==> src/rtl/multicycle_control_unit.sv <==
// Control FSM for the shared multicycle RV32I datapath: sequences one ALU, ALUOut,
// and a unified memory port across IF/ID/EX/MEM/WB plus PC-update and halt states.
//
// state | meaning
// ------+---------------------------------------------------------------
// IF    | fetch: request memory at PC, load IR on mem_ready
// ID    | decode: ALUOut <= PC+4, dispatch on opcode
// EX    | execute: address, ALU result, branch compare or jump
// MEM   | data access at ALUOut, hold until mem_ready
// WB    | write rd (ALUOut or MDR) and PC <= PC+4
// PCINC | PC <= PC+4 only
// BRT   | branch taken: PC <= PC+imm
// HALT  | stopped until reset

module multicycle_control_unit #(
  parameter bit HALT_ON_ILLEGAL = 1'b0
) (
  input  logic       clk,
  input  logic       reset_n,
  input  logic [6:0] opcode,
  input  logic       bcond,
  input  logic       ecall_halt,
  input  logic       mem_ready,
  output logic       mem_req,
  output logic       mem_we,
  output logic       i_or_d,
  output logic       ir_write,
  output logic       pc_write,
  output logic       pc_source,
  output logic       aluout_we,
  output logic       reg_write,
  output logic       mem_to_reg,
  output logic       alu_src_a,
  output logic [1:0] alu_src_b,
  output logic [1:0] alu_op_sel,
  output logic       halted,
  output logic [2:0] state
);

  typedef enum logic [2:0] {
    S_IF    = 3'd0,
    S_ID    = 3'd1,
    S_EX    = 3'd2,
    S_MEM   = 3'd3,
    S_WB    = 3'd4,
    S_PCINC = 3'd5,
    S_BRT   = 3'd6,
    S_HALT  = 3'd7
  } state_t;

  localparam logic [6:0] OP_R      = 7'b0110011;
  localparam logic [6:0] OP_I      = 7'b0010011;
  localparam logic [6:0] OP_LOAD   = 7'b0000011;
  localparam logic [6:0] OP_STORE  = 7'b0100011;
  localparam logic [6:0] OP_BRANCH = 7'b1100011;
  localparam logic [6:0] OP_JAL    = 7'b1101111;
  localparam logic [6:0] OP_JALR   = 7'b1100111;
  localparam logic [6:0] OP_ECALL  = 7'b1110011;

  state_t state_q, state_d;
  logic   known_op;

  assign known_op = (opcode == OP_R) || (opcode == OP_I) || (opcode == OP_LOAD) ||
                    (opcode == OP_STORE) || (opcode == OP_BRANCH) ||
                    (opcode == OP_JAL) || (opcode == OP_JALR);
  assign state = state_q;

  always_ff @(posedge clk or negedge reset_n) begin
    if (!reset_n) state_q <= S_IF;
    else          state_q <= state_d;
  end

  always_comb begin
    state_d = state_q;
    case (state_q)
      S_IF:  if (mem_ready) state_d = S_ID;
      S_ID: begin
        if (opcode == OP_ECALL) state_d = ecall_halt ? S_HALT : S_PCINC;
        else if (known_op)      state_d = S_EX;
        else                    state_d = HALT_ON_ILLEGAL ? S_HALT : S_PCINC;
      end
      S_EX: begin
        case (opcode)
          OP_R, OP_I:         state_d = S_WB;
          OP_LOAD, OP_STORE:  state_d = S_MEM;
          OP_BRANCH:          state_d = bcond ? S_BRT : S_PCINC;
          OP_JAL, OP_JALR:    state_d = S_IF;
          default:            state_d = S_PCINC;
        endcase
      end
      S_MEM: if (mem_ready) state_d = (opcode == OP_LOAD) ? S_WB : S_PCINC;
      S_WB, S_PCINC, S_BRT: state_d = S_IF;
      default:              state_d = S_HALT;
    endcase
  end

  always_comb begin
    mem_req    = 1'b0;
    mem_we     = 1'b0;
    i_or_d     = 1'b0;
    ir_write   = 1'b0;
    pc_write   = 1'b0;
    pc_source  = 1'b0;
    aluout_we  = 1'b0;
    reg_write  = 1'b0;
    mem_to_reg = 1'b0;
    alu_src_a  = 1'b0;
    alu_src_b  = 2'b00;
    alu_op_sel = 2'b00;
    halted     = 1'b0;
    case (state_q)
      S_IF: begin
        mem_req  = 1'b1;
        ir_write = mem_ready;
      end
      S_ID: begin
        aluout_we = 1'b1;
        alu_src_b = 2'b01;
      end
      S_EX: begin
        case (opcode)
          OP_R: begin
            alu_src_a = 1'b1; alu_op_sel = 2'b01; aluout_we = 1'b1;
          end
          OP_I: begin
            alu_src_a = 1'b1; alu_src_b = 2'b10; alu_op_sel = 2'b01; aluout_we = 1'b1;
          end
          OP_LOAD, OP_STORE: begin
            alu_src_a = 1'b1; alu_src_b = 2'b10; aluout_we = 1'b1;
          end
          OP_BRANCH: begin
            alu_src_a = 1'b1; alu_op_sel = 2'b10;
          end
          OP_JAL, OP_JALR: begin
            // rd takes PC+4 from ALUOut while the ALU forms the jump target
            alu_src_a = (opcode == OP_JALR);
            alu_src_b = 2'b10;
            reg_write = 1'b1;
            pc_write  = 1'b1;
          end
          default: ;
        endcase
      end
      S_MEM: begin
        mem_req = 1'b1;
        i_or_d  = 1'b1;
        mem_we  = (opcode == OP_STORE);
      end
      S_WB: begin
        reg_write  = 1'b1;
        mem_to_reg = (opcode == OP_LOAD);
        alu_src_b  = 2'b01;
        pc_write   = 1'b1;
      end
      S_PCINC: begin
        alu_src_b = 2'b01;
        pc_write  = 1'b1;
      end
      S_BRT: begin
        alu_src_b = 2'b10;
        pc_write  = 1'b1;
      end
      default: halted = 1'b1;
    endcase
    // Reset kills outputs combinationally so an in-flight store never writes
    if (!reset_n) begin
      mem_req    = 1'b0;
      mem_we     = 1'b0;
      i_or_d     = 1'b0;
      ir_write   = 1'b0;
      pc_write   = 1'b0;
      pc_source  = 1'b0;
      aluout_we  = 1'b0;
      reg_write  = 1'b0;
      mem_to_reg = 1'b0;
      alu_src_a  = 1'b0;
      alu_src_b  = 2'b00;
      alu_op_sel = 2'b00;
      halted     = 1'b0;
    end
  end

endmodule
==> config.mk <==
export PLATFORM = sky130hd
export DESIGN_NAME = multicycle_control_unit
export DESIGN_NICKNAME = d
export VERILOG_FILES = /design/src/rtl/multicycle_control_unit.sv
export SDC_FILE = /design/constraint.sdc
export NUM_CORES = 1
export LEC_CHECK = 0
export BUFFER_PORTS_ARGS = -buffer_cell sky130_fd_sc_hd__buf_4
export CORE_AREA = 2 2 39 41
export DETAILED_ROUTE_END_ITERATION = 8
export DIE_AREA = 0 0 41 43
export PLACE_DENSITY = 0.81
export SYNTH_ARGS = -nofsm -noshare
export SYNTH_HDL_FRONTEND = slang
export SYNTH_SLANG_ARGS = --single-unit
==> constraint.sdc <==
create_clock -name clk -period 2.9 [get_ports clk]
set_input_delay 0.58 -clock clk [delete_from_list [all_inputs] [get_ports clk]]
set_output_delay 0.58 -clock clk [all_outputs]
set_load 0.01 [all_outputs]
==> metrics.md, run 1 <==
| Metric | Value |
|---|---|
| Max reg flops | `3` |
| Static Leakage | `about 0.00035 uW` |
| Final hold violation count | `0` |
| CTS tree | `done` |
| Initial Utilization | `0.377` |
| RSZ-0062 raised after global routing | `no` |
| Root Buffer | `clkbuf_4` |
| Cell area after synthesis | `about 520 sq um` |
| Worst skew pair latency | `roughly 230 ps` |
| Buffers on Ports | `28` |
| HPWL after DPL | `around 1.2 mm` |
| # Max-Cap Violations | `0` |
| Share of cells above drive strength 1 | `0.398` |
| Post-synth ARST share | `1.00` |
| Tmin final | `between 2000 and 2500 ps` |
| Setup violators final | `0` |
| Crit path from | `opcode[3]` |
| Most common cell after layout, fill and taps aside | `buf_4` |
| CTS Buffer Depth | `2` |
| Sequential share of the synthesized area | `0.144` |
| Num Clock Sinks | `3` |
| Period utilisation layout | `0.805` |
| Number of synthesis warnings | `0` |
| DR WL/cell | `between 10 and 15 um` |
| Post-Route Skew | `approximately 1.5 ps` |
| Iter 0 DRT Violations | `34` |
| Peak supply drop | `between 0.3 and 0.4 mV` |
| First-pass GRT wire length | `2.41 mm` |
| Die ar. | `approximately 1800 sq um` |
| Final setup TNS | `0 ps` |
| Dominant synthesized flop cell | `dfrtp_1` |
| Detailed-route vias per instance | `about 5.6` |
| Hold Path Class | `in2async` |
| Largest net degree at the start of global routing | `14` |
| Worst Setup EP | `mem_we` |
| P&R area growth vs syn | `40.8%` |
| RR Startpoint | `state[2]$_DFFE_PN0P_` |
| Power Density | `about 540 nW/um^2` |
| Nets | `111` |
| Routability cong. | `a little under 0.9` |
| Clock transition at path regs | `~40 ps` |
| ANT nets after route | `0` |
| IO Count | `30` |
| Yosys reg bits | `3` |
| Number of synthesized flops with an enable pin | `0` |
| Router iterations before antenna repair | `4` |
| Total power | `around 400 uW` |
| CP required | `2320 ps` |
| Total CTS buffers | `3` |
| Placement Rows | `14` |
| Antenna violations before repair | `0` |
| Dominant cells by area after synthesis | `dfrtp_1, nor2b_1, a21oi_1` |
| Outcome | `finished, final reports clean` |
| Area leader, netlist | `dfrtp_1` |
| Crit path kind | `in2out` |
| Post-synthesis instance total | `approximately 70` |
| CP Capture Type | `primary output` |
| Hold buffers post-CTS | `0` |
| ANT cells | `0` |
| DRC viols | `0` |
| Reg2reg setup slack | `approximately 1400 ps` |
| Total track usage | `0.194` |
| Post-CTS Resized | `0` |
| Synthesized Nets | `84` |
| Critical path arrival | `around 1800 ps` |
| Total core area | `around 1400 sq um` |
| Worst-path maximum fanout | `10` |
| Crit path launch type | `primary input` |
| Cell depth of the worst flop-to-flop path | `4` |
| FMAX | `~430 MHz` |
| Syn Area/Cell | `~7.2 sq um` |
| Die height | `43 um` |
| Setup bufs post-CTS | `0` |
| Vias | `about 640` |
| Number of global-route vias before repair | `approximately 600` |
| Gr ovfl total | `0` |
| Commonest cells after routing, fill and taps aside | `buf_4, nand2_1, nor2_1, a21oi_1, nor2b_1` |
| Routed Wire Length | `approximately 1.5 mm` |
| Yosys top cell area share | `0.144` |
| RR Endpoint | `state[0]$_DFFE_PN0P_` |
| Die extent in x | `41 um` |
| Cell variety after synth | `36` |
| Htree depth | `1` |
| Slew Limit Fails | `0` |
| Core Util, Final | `0.531` |
## final cells by class
cell class              instances  area [sq um]
inverters                       2          7.51
well taps                      16          20.0
clock buffers                   4          26.3
flip-flops and latches          3          75.1
repair buffers                 28           210
fillers                       134           649
multi-input cells              61           395
## synth_stat cells (all sizes together) (2+ instances only)
master / number
a31o: 2
buf: 5
o311a: 2
and4: 2
nor2: 9
a31oi: 2
nand2b: 4
nand2: 8
nor2b: 5
inv: 2
a21oi: 6
and4b: 2
and3: 2
nor3: 4
dfrtp: 3
## critical path, stage by stage
cell and delay [ps]:
buf_4 110, and4bb_1 440, nand2b_1 130, nor4_1 310, buf_4 170
## cell families after synthesis
| group | synth area share |
|---|---|
| compound gates | 0.290 |
| buf+inv | 0.0983 |
| flops | 0.144 |
| other cells | 0.00719 |
| simple gates | 0.460 |
## metal layers
layer	vias up	wire length, um	GRT usage
met4	0	0	0.0800
met2	29	803	0.309
li1	314	-	-
met1	293	629	0.240
met3	0	93	0.0419
met5	-	0	0
## metrics by stage
step | cells | hold WS (ps) | instance area (sq um) | worst slack [ps]
after detailed placement | 110 | 400 | 708 | 590
final | 114 | 156 | 734 | 567
after floorplan | 72 | 284 | 522 | 794
after global placement | 110 | 398 | 708 | 614
after global routing | 114 | 152 | 734 | 499
after CTS | 114 | 151 | 734 | 586
## worst min path at each step
stage | end | slack (ps)
after floorplan | state[0]$_DFFE_PN0P_ | 280
after global placement | state[2]$_DFFE_PN0P_ | 400
after detailed placement | state[1]$_DFFE_PN0P_ | 400
after CTS | state[1]$_DFFE_PN0P_ | 150
after global routing | state[1]$_DFFE_PN0P_ | 150
final | state[1]$_DFFE_PN0P_ | 160
## power by group
| part | internal (uW) | total [uW] | leakage (uW) | switching [uW] |
|---|---|---|---|---|
| registers | 56.1 | 96.5 | 0.0000386 | 40.5 |
| logic | 122 | 225 | 0.000293 | 103 |
| clock network | 51.6 | 74.2 | 0.0000150 | 22.6 |
No activity file was read; power rests on OpenSTA's default activity.
==> inputs of run 2 (changes only) <==
--- a/config.mk
+++ b/config.mk
@@ -5,10 +5,11 @@
 export SDC_FILE = /design/constraint.sdc
 export NUM_CORES = 1
 export LEC_CHECK = 0
+export ABC_AREA = 1
 export BUFFER_PORTS_ARGS = -buffer_cell sky130_fd_sc_hd__buf_4
-export CORE_AREA = 2 2 39 41
+export CORE_MARGIN = 2
+export CORE_UTILIZATION = 37
 export DETAILED_ROUTE_END_ITERATION = 8
-export DIE_AREA = 0 0 41 43
 export PLACE_DENSITY = 0.81
 export SYNTH_ARGS = -nofsm -noshare
 export SYNTH_HDL_FRONTEND = slang
==> constraint.sdc (replaced) <==
create_clock -name clk -period 2 [get_ports clk]
set_input_delay 0.4 -clock clk [delete_from_list [all_inputs] [get_ports clk]]
set_output_delay 0.4 -clock clk [all_outputs]
set_load 0.01 [all_outputs]
==> run 2 against run 1 <==
Wire length down 9.0%. Cell count grew 28%. Synthesized cell count rose by 38%. Via count is 12% higher. Register-to-register slack worse by 660 ps. Total power rose by 47%. Clock skew decreased by 0.68 ps. Sequential cell count did not move. Hold slack better by 320 ps. Die area decreased by 5.3%. Non-clock buffer count increased by 1.
==> metrics.md, run 2 <==
| Metric | Value |
|---|---|
| Outcome | `finished, final reports clean (unchanged)` |
| Most common cell after layout, fill and taps aside | `buf_4 (unchanged)` |
| Placement Rows | `13 (was 14)` |
| Synth cell count leaders | `nand2_1, nor2_1, inv_1 (was nand2_1, nor2_1, a21oi_1)` |
| Num Clock Sinks | `3 (unchanged)` |
| CTS Buffer Depth | `2 (unchanged)` |
| Cells after DPL | `141 (was 110)` |
| Buffers on Ports | `28 (unchanged)` |
| Fin cells | `146 (was 114)` |
| IO Count | `30 (unchanged)` |
| First-pass GRT wire length | `2.27 mm (was 2.41 mm)` |
| Crit path launch type | `register (was primary input)` |
| Syn Area/Cell | `5.08 sq um (was 7.25 sq um)` |
| Number of synthesized flops with an enable pin | `0 (unchanged)` |
| Worst skew pair latency | `230 ps (about the same)` |
| Dominant cells by area after synthesis | `nand2_1, dfrtp_1, nor2_1 (was dfrtp_1, nor2b_1, a21oi_1)` |
| Routed Wire Length | `1.39 mm (was 1.53 mm)` |
| Total core area | `1280 sq um (was 1380 sq um)` |
| P&R area growth vs syn | `51.7% (was 40.8%)` |
| Post-synth ARST share | `1.00 (unchanged)` |
| CP peak stage delay | `440 ps (about the same)` |
| Post-synthesis instance total | `99 (was 72)` |
| DR WL/cell | `9.51 um (was 13.4 um)` |
| ANT cells | `0 (unchanged)` |
| Core Util, Final | `0.594 (was 0.531)` |
| Die height | `40.9 um (was 43 um)` |
| Post-Route Skew | `0.846 ps (was 1.53 ps)` |
| Slew Limit Fails | `0 (unchanged)` |
| RR Startpoint | `state[1]$_DFFE_PN0P_ (was state[2]$_DFFE_PN0P_)` |
| Setup bufs post-CTS | `0 (unchanged)` |
| Initial Utilization | `0.391 (was 0.377)` |
| Most Frequent Cell on Critical Path | `nand2_1 (was buf_4)` |
| DRC viols | `0 (unchanged)` |
| CP required | `1600 ps (was 2320 ps)` |
| Root Buffer | `clkbuf_4 (unchanged)` |
| Final setup TNS | `0 ps (unchanged)` |
| Worst-path maximum fanout | `6 (was 10)` |
| FMAX | `540 MHz` |
| HPWL after DPL | `1.18 mm (was 1.16 mm)` |
| Number of synthesis warnings | `0 (unchanged)` |
| Dpl cell area | `724 sq um (was 708 sq um)` |
| Yosys reg bits | `3 (unchanged)` |
| Reg area | `77.6 sq um (was 75.1 sq um)` |
| Origin of the worst min-delay path | `mem_ready` |
| XOR/XNOR Fraction of Synth Area | `0 (unchanged)` |
| CTS tree | `done (unchanged)` |
| Iter 0 DRT Violations | `17 (was 34)` |
| Largest net degree at the start of global routing | `11 (was 14)` |
| Period utilisation layout | `0.925` |
| Post-synthesis simple-gate area fraction | `0.600 (was 0.460)` |
| Detailed-route vias per instance | `4.90 (was 5.58)` |
| CP Cell Sequence | `nor2_1 -> nand2_1 -> inv_2 -> nand2_1 -> nor3_1 -> buf_4 (was buf_4 -> and4bb_1 -> nand2b_1 -> nor4_1 -> buf_4)` |
| Nets | `144 (was 111)` |
| Cell area after synthesis | `503 sq um (was 522 sq um)` |
| CP max-delay cell | `dfrtp_1 (was and4bb_1)` |
| Vias | `715 (was 636)` |
| Power Density | `764 nW/um^2 (was 539 nW/um^2)` |
| Router iterations before antenna repair | `4 (unchanged)` |
| Crit path kind | `reg2out (was in2out)` |
| Yosys top cell area share | `0.194 (was 0.144)` |
| Static Leakage | `0.000406 uW (was 0.000347 uW)` |
| Hold Path Class | `in2reg (was in2async)` |
| Total CTS buffers | `3 (unchanged)` |
| Antenna violations before repair | `0 (unchanged)` |
| Setup violators final | `0 (unchanged)` |
| Sequential share of the synthesized area | `0.149 (was 0.144)` |
| Area of the multi-input gates | `357 sq um (was 395 sq um)` |
| Total power | `583 uW (was 396 uW)` |
| Top-count cell post-synth | `nand2_1` |
| Commonest cells after routing, fill and taps aside | `buf_4, nand2_1, nor2_1, inv_1, nand3_1 (was buf_4, nand2_1, nor2_1, a21oi_1, nor2b_1)` |
| Fillers | `132 (was 134)` |
| Die ar. | `1670 sq um (was 1760 sq um)` |
| Routability cong. | `0.881 (was 0.866)` |
| Peak supply drop | `0.552 mV (was 0.328 mV)` |
| Number of global-route vias before repair | `599 (was 606)` |
| Area leader, netlist | `nand2_1 (was dfrtp_1)` |
| Main combinational cell family by area after synthesis | `simple AND/OR/NAND/NOR gates (unchanged)` |
| Htree depth | `1 (unchanged)` |
| Die extent in x | `40.9 um (was 41 um)` |
| Adder-cell share of the synthesized area | `0 (unchanged)` |
| # Max-Cap Violations | `0 (unchanged)` |
| Synthesized Nets | `111 (was 84)` |
| RSZ-0062 raised after global routing | `no (unchanged)` |
| Mux contribution to synthesized area | `0 (unchanged)` |
| Critical path arrival | `1450 ps (was 1750 ps)` |
| Share of cells above drive strength 1 | `0.313 (was 0.398)` |
| Gr ovfl total | `0 (unchanged)` |
| Cell variety after synth | `18 (was 36)` |
| Post-synthesis compound-gate area fraction | `0.102 (was 0.290)` |
| Post-route design area | `763 sq um (was 734 sq um)` |
| Tmin final | `between 1500 and 2000 ps` |
| Crit path from | `state[2]$_DFFE_PN0P_ (was opcode[3])` |
| Dominant synthesized flop cell | `dfrtp_1 (unchanged)` |
| Clock transition at path regs | `40 ps (about the same)` |
| Final hold violation count | `0 (unchanged)` |
| ANT nets after route | `0 (unchanged)` |
| Total track usage | `0.200 (was 0.194)` |
| CP Capture Type | `primary output (unchanged)` |
| Max reg flops | `3 (unchanged)` |
==> run 2: final cells by class <==
| cell class | instances | share of cell area |
|---|---|---|
| multi-input combinational | 78 | 0.467 |
| tap | 15 | 0.0246 |
| clock buffer | 4 | 0.0344 |
| inverter | 17 | 0.0836 |
| timing repair buffer | 29 | 0.289 |
| sequential | 3 | 0.102 |
==> run 2: path summary, 6_finish.rpt <==
kind                            slack, ps  cells after the start              endpoint
worst min register to register        630                      2  state[1]$_DFFE_PN0P_
min in group asynchronous             550                      2  state[2]$_DFFE_PN0P_
worst max-delay path                  150                      6             alu_src_a
max in group asynchronous            1290                      2  state[0]$_DFFE_PN0P_
worst max register to register        710                      8  state[0]$_DFFE_PN0P_
worst min-delay path                  480                      4  state[0]$_DFFE_PN0P_
==> run 2: kinds of logic after synthesis <==
kind of cell | count (synthesis)
AO/OA/AOI/OAI | 10
AND/OR/NAND/NOR | 67
other | 1
buffers and inverters | 18
flip-flops | 3
==> run 2: per-layer routing <==
layer	global-route usage	routed length, um
met2	0.340	683
met4	0.0917	13
met5	0	0
met1	0.246	565
met3	0.0272	126
==> run 2: per-stage QoR <==
step / hold slack (ps) / setup WS (ps)
5_1_grt: 503 / 32.4
4_1_cts: 478 / 58.7
3_5_place_dp: 207 / 239
6_report: 480 / 150
2_1_floorplan: 104 / 378
3_3_place_gp: 205 / 253
==> run 2: repair_timing <==
action	4_1_cts	5_1_grt
endpoints found under the setup margin	0	4
endpoints found under the hold margin	3	0
gates resized for setup	0	3
hold buffers	1	0
==> run 2: power breakdown <==
group / leakage (uW) / total [uW] / switching, uW / internal (uW)
registers: 0.0000354 / 129 / 43.2 / 86.2
logic: 0.000355 / 350 / 195 / 155
clock network: 0.0000150 / 103 / 28.4 / 74.6
total: 0.000406 / 583 / 266 / 316
==> run 2: worst max-delay path: cells and delay by family (launching register included) <==
kind / cells / cell delay, ps
DFF: 1 / 440
and+or+nand+nor: 4 / 520
buffers and inverters: 2 / 260
==> inputs of run 3 (changes only) <==
--- a/config.mk
+++ b/config.mk
@@ -5,12 +5,11 @@
 export SDC_FILE = /design/constraint.sdc
 export NUM_CORES = 1
 export LEC_CHECK = 0
-export ABC_AREA = 1
 export BUFFER_PORTS_ARGS = -buffer_cell sky130_fd_sc_hd__buf_4
 export CORE_MARGIN = 2
-export CORE_UTILIZATION = 37
+export CORE_UTILIZATION = 38
 export DETAILED_ROUTE_END_ITERATION = 8
-export PLACE_DENSITY = 0.81
+export PLACE_DENSITY = 0.82
 export SYNTH_ARGS = -nofsm -noshare
 export SYNTH_HDL_FRONTEND = slang
 export SYNTH_SLANG_ARGS = --single-unit
==> run 3 against run 2 <==
Clock power barely moved. Die area increased by 0.91%. Hold slack lost 37 ps. Total power rose by 3.1%. First-iteration DRC count increased by 65%. Largest power group unchanged. Wire length grew 20%. Non-clock buffer count grew 5. Cell area grew 6.4%. Cell count fell by 18%. Fmax shrank 5.4%.
==> metrics.md, run 3 (synthesized netlist as in run 1, its figures left out) <==
| Metric | Value |
|---|---|
| CP peak stage delay | `550 ps (was 440 ps)` |
| ANT cells | `0 (unchanged)` |
| Peak supply drop | `0.532 mV (was 0.552 mV)` |
| Num Clock Sinks | `3 (unchanged)` |
| DR WL/cell | `13.9 um (was 9.51 um)` |
| Most common cell after layout, fill and taps aside | `buf_4 (unchanged)` |
| P&R area growth vs syn | `55.6% (was 51.7%)` |
| Total track usage | `0.218 (was 0.200)` |
| ANT nets after route | `0 (unchanged)` |
| Worst-path maximum fanout | `8 (was 6)` |
| CP Capture Type | `primary output (unchanged)` |
| Max reg flops | `3 (unchanged)` |
| CP required | `1600 ps (about the same)` |
| Combinational fraction of design power | `0.575 (was 0.601)` |
| Dpl cell area | `714 sq um (was 724 sq um)` |
| Final hold violation count | `0 (unchanged)` |
| CP max-delay cell | `dlygate4sd3_1 (was dfrtp_1)` |
| Die height | `41.1 um (was 40.9 um)` |
| Die extent in x | `41.1 um (was 40.9 um)` |
| # Max-Cap Violations | `0 (unchanged)` |
| Crit path kind | `in2out (was reg2out)` |
| CTS tree | `done (unchanged)` |
| Nets | `117 (was 144)` |
| Root Buffer | `clkbuf_4 (unchanged)` |
| Largest net degree at the start of global routing | `14 (was 11)` |
| Router iterations before antenna repair | `4 (unchanged)` |
| CP Cell Sequence | `dlygate4sd3_1 -> buf_6 -> nand2_1 -> nor3_2 -> buf_4 (was nor2_1 -> nand2_1 -> inv_2 -> nand2_1 -> nor3_1 -> buf_4)` |
| Hold Path Class | `in2reg (unchanged)` |
| Post-Route Skew | `0.396 ps (was 0.846 ps)` |
| Share of cells above drive strength 1 | `0.490 (was 0.313)` |
| Total core area | `1280 sq um (unchanged)` |
| Clock transition at path regs | `40 ps (about the same)` |
| Final setup TNS | `0 ps (unchanged)` |
| Outcome | `finished, final reports clean (unchanged)` |
| Routed Wire Length | `1.66 mm (was 1.39 mm)` |
| DRC viols | `0 (unchanged)` |
| Slew Limit Fails | `0 (unchanged)` |
| CTS Buffer Depth | `2 (unchanged)` |
| Routability cong. | `0.891 (was 0.881)` |
| Gr ovfl total | `0 (unchanged)` |
| Sequential fraction of design power | `0.252 (was 0.222)` |
| RSZ-0062 raised after global routing | `no (unchanged)` |
| IO Count | `30 (unchanged)` |
| Vias | `646 (was 715)` |
| Initial Utilization | `0.406 (was 0.391)` |
| Number of global-route vias before repair | `508 (was 599)` |
| Total CTS buffers | `3 (unchanged)` |
| Reg2reg setup slack | `490 ps (was 710 ps)` |
| Internal power | `348 uW (was 316 uW)` |
| Die ar. | `1690 sq um (was 1670 sq um)` |
| Static Leakage | `0.000377 uW (was 0.000406 uW)` |
| Power Density | `740 nW/um^2 (was 764 nW/um^2)` |
| Buffers on Ports | `28 (unchanged)` |
| Crit path launch type | `primary input (was register)` |
| Post-route design area | `812 sq um (was 763 sq um)` |
| First-pass GRT wire length | `2.35 mm (was 2.27 mm)` |
| Period utilisation layout | `0.978 (was 0.925)` |
| Placement Rows | `13 (unchanged)` |
| Tmin final | `1960 ps (was 1850 ps)` |
| Htree depth | `1 (unchanged)` |
| Clock Power Share | `0.174 (was 0.177)` |
| FMAX | `511 MHz (was 540 MHz)` |
| Fillers | `112 (was 132)` |
| Iter 0 DRT Violations | `28 (was 17)` |
| Setup violators final | `0 (unchanged)` |
| HPWL after DPL | `1.14 mm (was 1.18 mm)` |
| Worst skew pair latency | `230 ps (about the same)` |
| Sw frac | `0.421 (was 0.457)` |
| Antenna violations before repair | `0 (unchanged)` |
| Detailed-route vias per instance | `5.43 (was 4.90)` |
| Psw | `253 uW (was 266 uW)` |
| Critical path arrival | `1560 ps (was 1450 ps)` |
| Commonest cells after routing, fill and taps aside | `buf_4, nand2_1, nor2_1, a21oi_1, nor2b_1 (was buf_4, nand2_1, nor2_1, inv_1, nand3_1)` |
[run 3: cell types whose count changed in the layout (fill, tap and decap cells not counted), sizes merged, moves of 3 or more]
cell,before,now
nor2,20,9
nand3,10,1
o21ai,4,1
inv,16,2
nand2b,0,4
nor2b,0,5
nand2,29,8
buf,28,33
[run 3: critical path: cells and delay by family]
family,cells,cell delay (ps)
AND/OR/NAND/NOR,2,310
buffers and inverters,3,840
[run 3: metrics by stage]
stage               hold WS (ps)  utilization  std cells  setup slack [ps]  total power (uW)
floorplan                    104            -         72               254               330
global placement             220        0.556        110               107               457
detailed placement           220        0.556        110              69.3               461
CTS                          432        0.585        115              36.0               574
global route                 434        0.632        119              2.06               659
finish                       443        0.632        119              44.0               601
[run 3: what timing repair did]
action | in CTS | in global routing
hold buffers | 1 | 0
hold endpoints to repair | 3 | 0
setup endpoints to repair | 2 | 7
resized for setup | 1 | 9
setup buffers | 0 | 4
pin swaps | 0 | 0
[run 3: final cells by class]
type / instances / area (sq um) / share of cell area
timing repair buffer: 34 / 262 / 0.322
clock buffer: 4 / 26.3 / 0.0324
sequential: 3 / 77.6 / 0.0955
inverter: 2 / 7.51 / 0.00924
multi-input combinational: 61 / 420 / 0.518
tap: 15 / 18.8 / 0.0231
[run 3: layer usage]
metal | up-vias | part of all wire | wire length [um] | global-route usage
li1 | 329 | - | - | -
met1 | 303 | 0.44 | 725 | 0.294
met2 | 14 | 0.53 | 885 | 0.336
met3 | 0 | 0.029 | 48 | 0.0326
met4 | 0 | 0 | 0 | 0.100
met5 | - | 0 | 0 | 0
[run 3: worst paths after layout]
kind / startpoint / endpoint / cells past startpoint
worst max-delay path: reset_n / alu_src_a / 5
worst min-delay path: mem_ready / state[2]$_DFFE_PN0P_ / 2
worst max register to register: state[2]$_DFFE_PN0P_ / state[0]$_DFFE_PN0P_ / 4
worst min register to register: state[2]$_DFFE_PN0P_ / state[2]$_DFFE_PN0P_ / 1
max in group asynchronous: reset_n / state[1]$_DFFE_PN0P_ / 3
min in group asynchronous: reset_n / state[2]$_DFFE_PN0P_ / 3
[run 3: power by group through the flow]
| stage | clock, uW | combinational (uW) | sequential (uW) |
|---|---|---|---|
| 2_1_floorplan | 0 | 210 | 121 |
| 3_3_place_gp | 0 | 319 | 138 |
| 3_5_place_dp | 0 | 321 | 140 |
| 4_1_cts | 110 | 324 | 140 |
| 5_1_grt | 120 | 382 | 157 |
| 6_report | 104 | 345 | 151 |
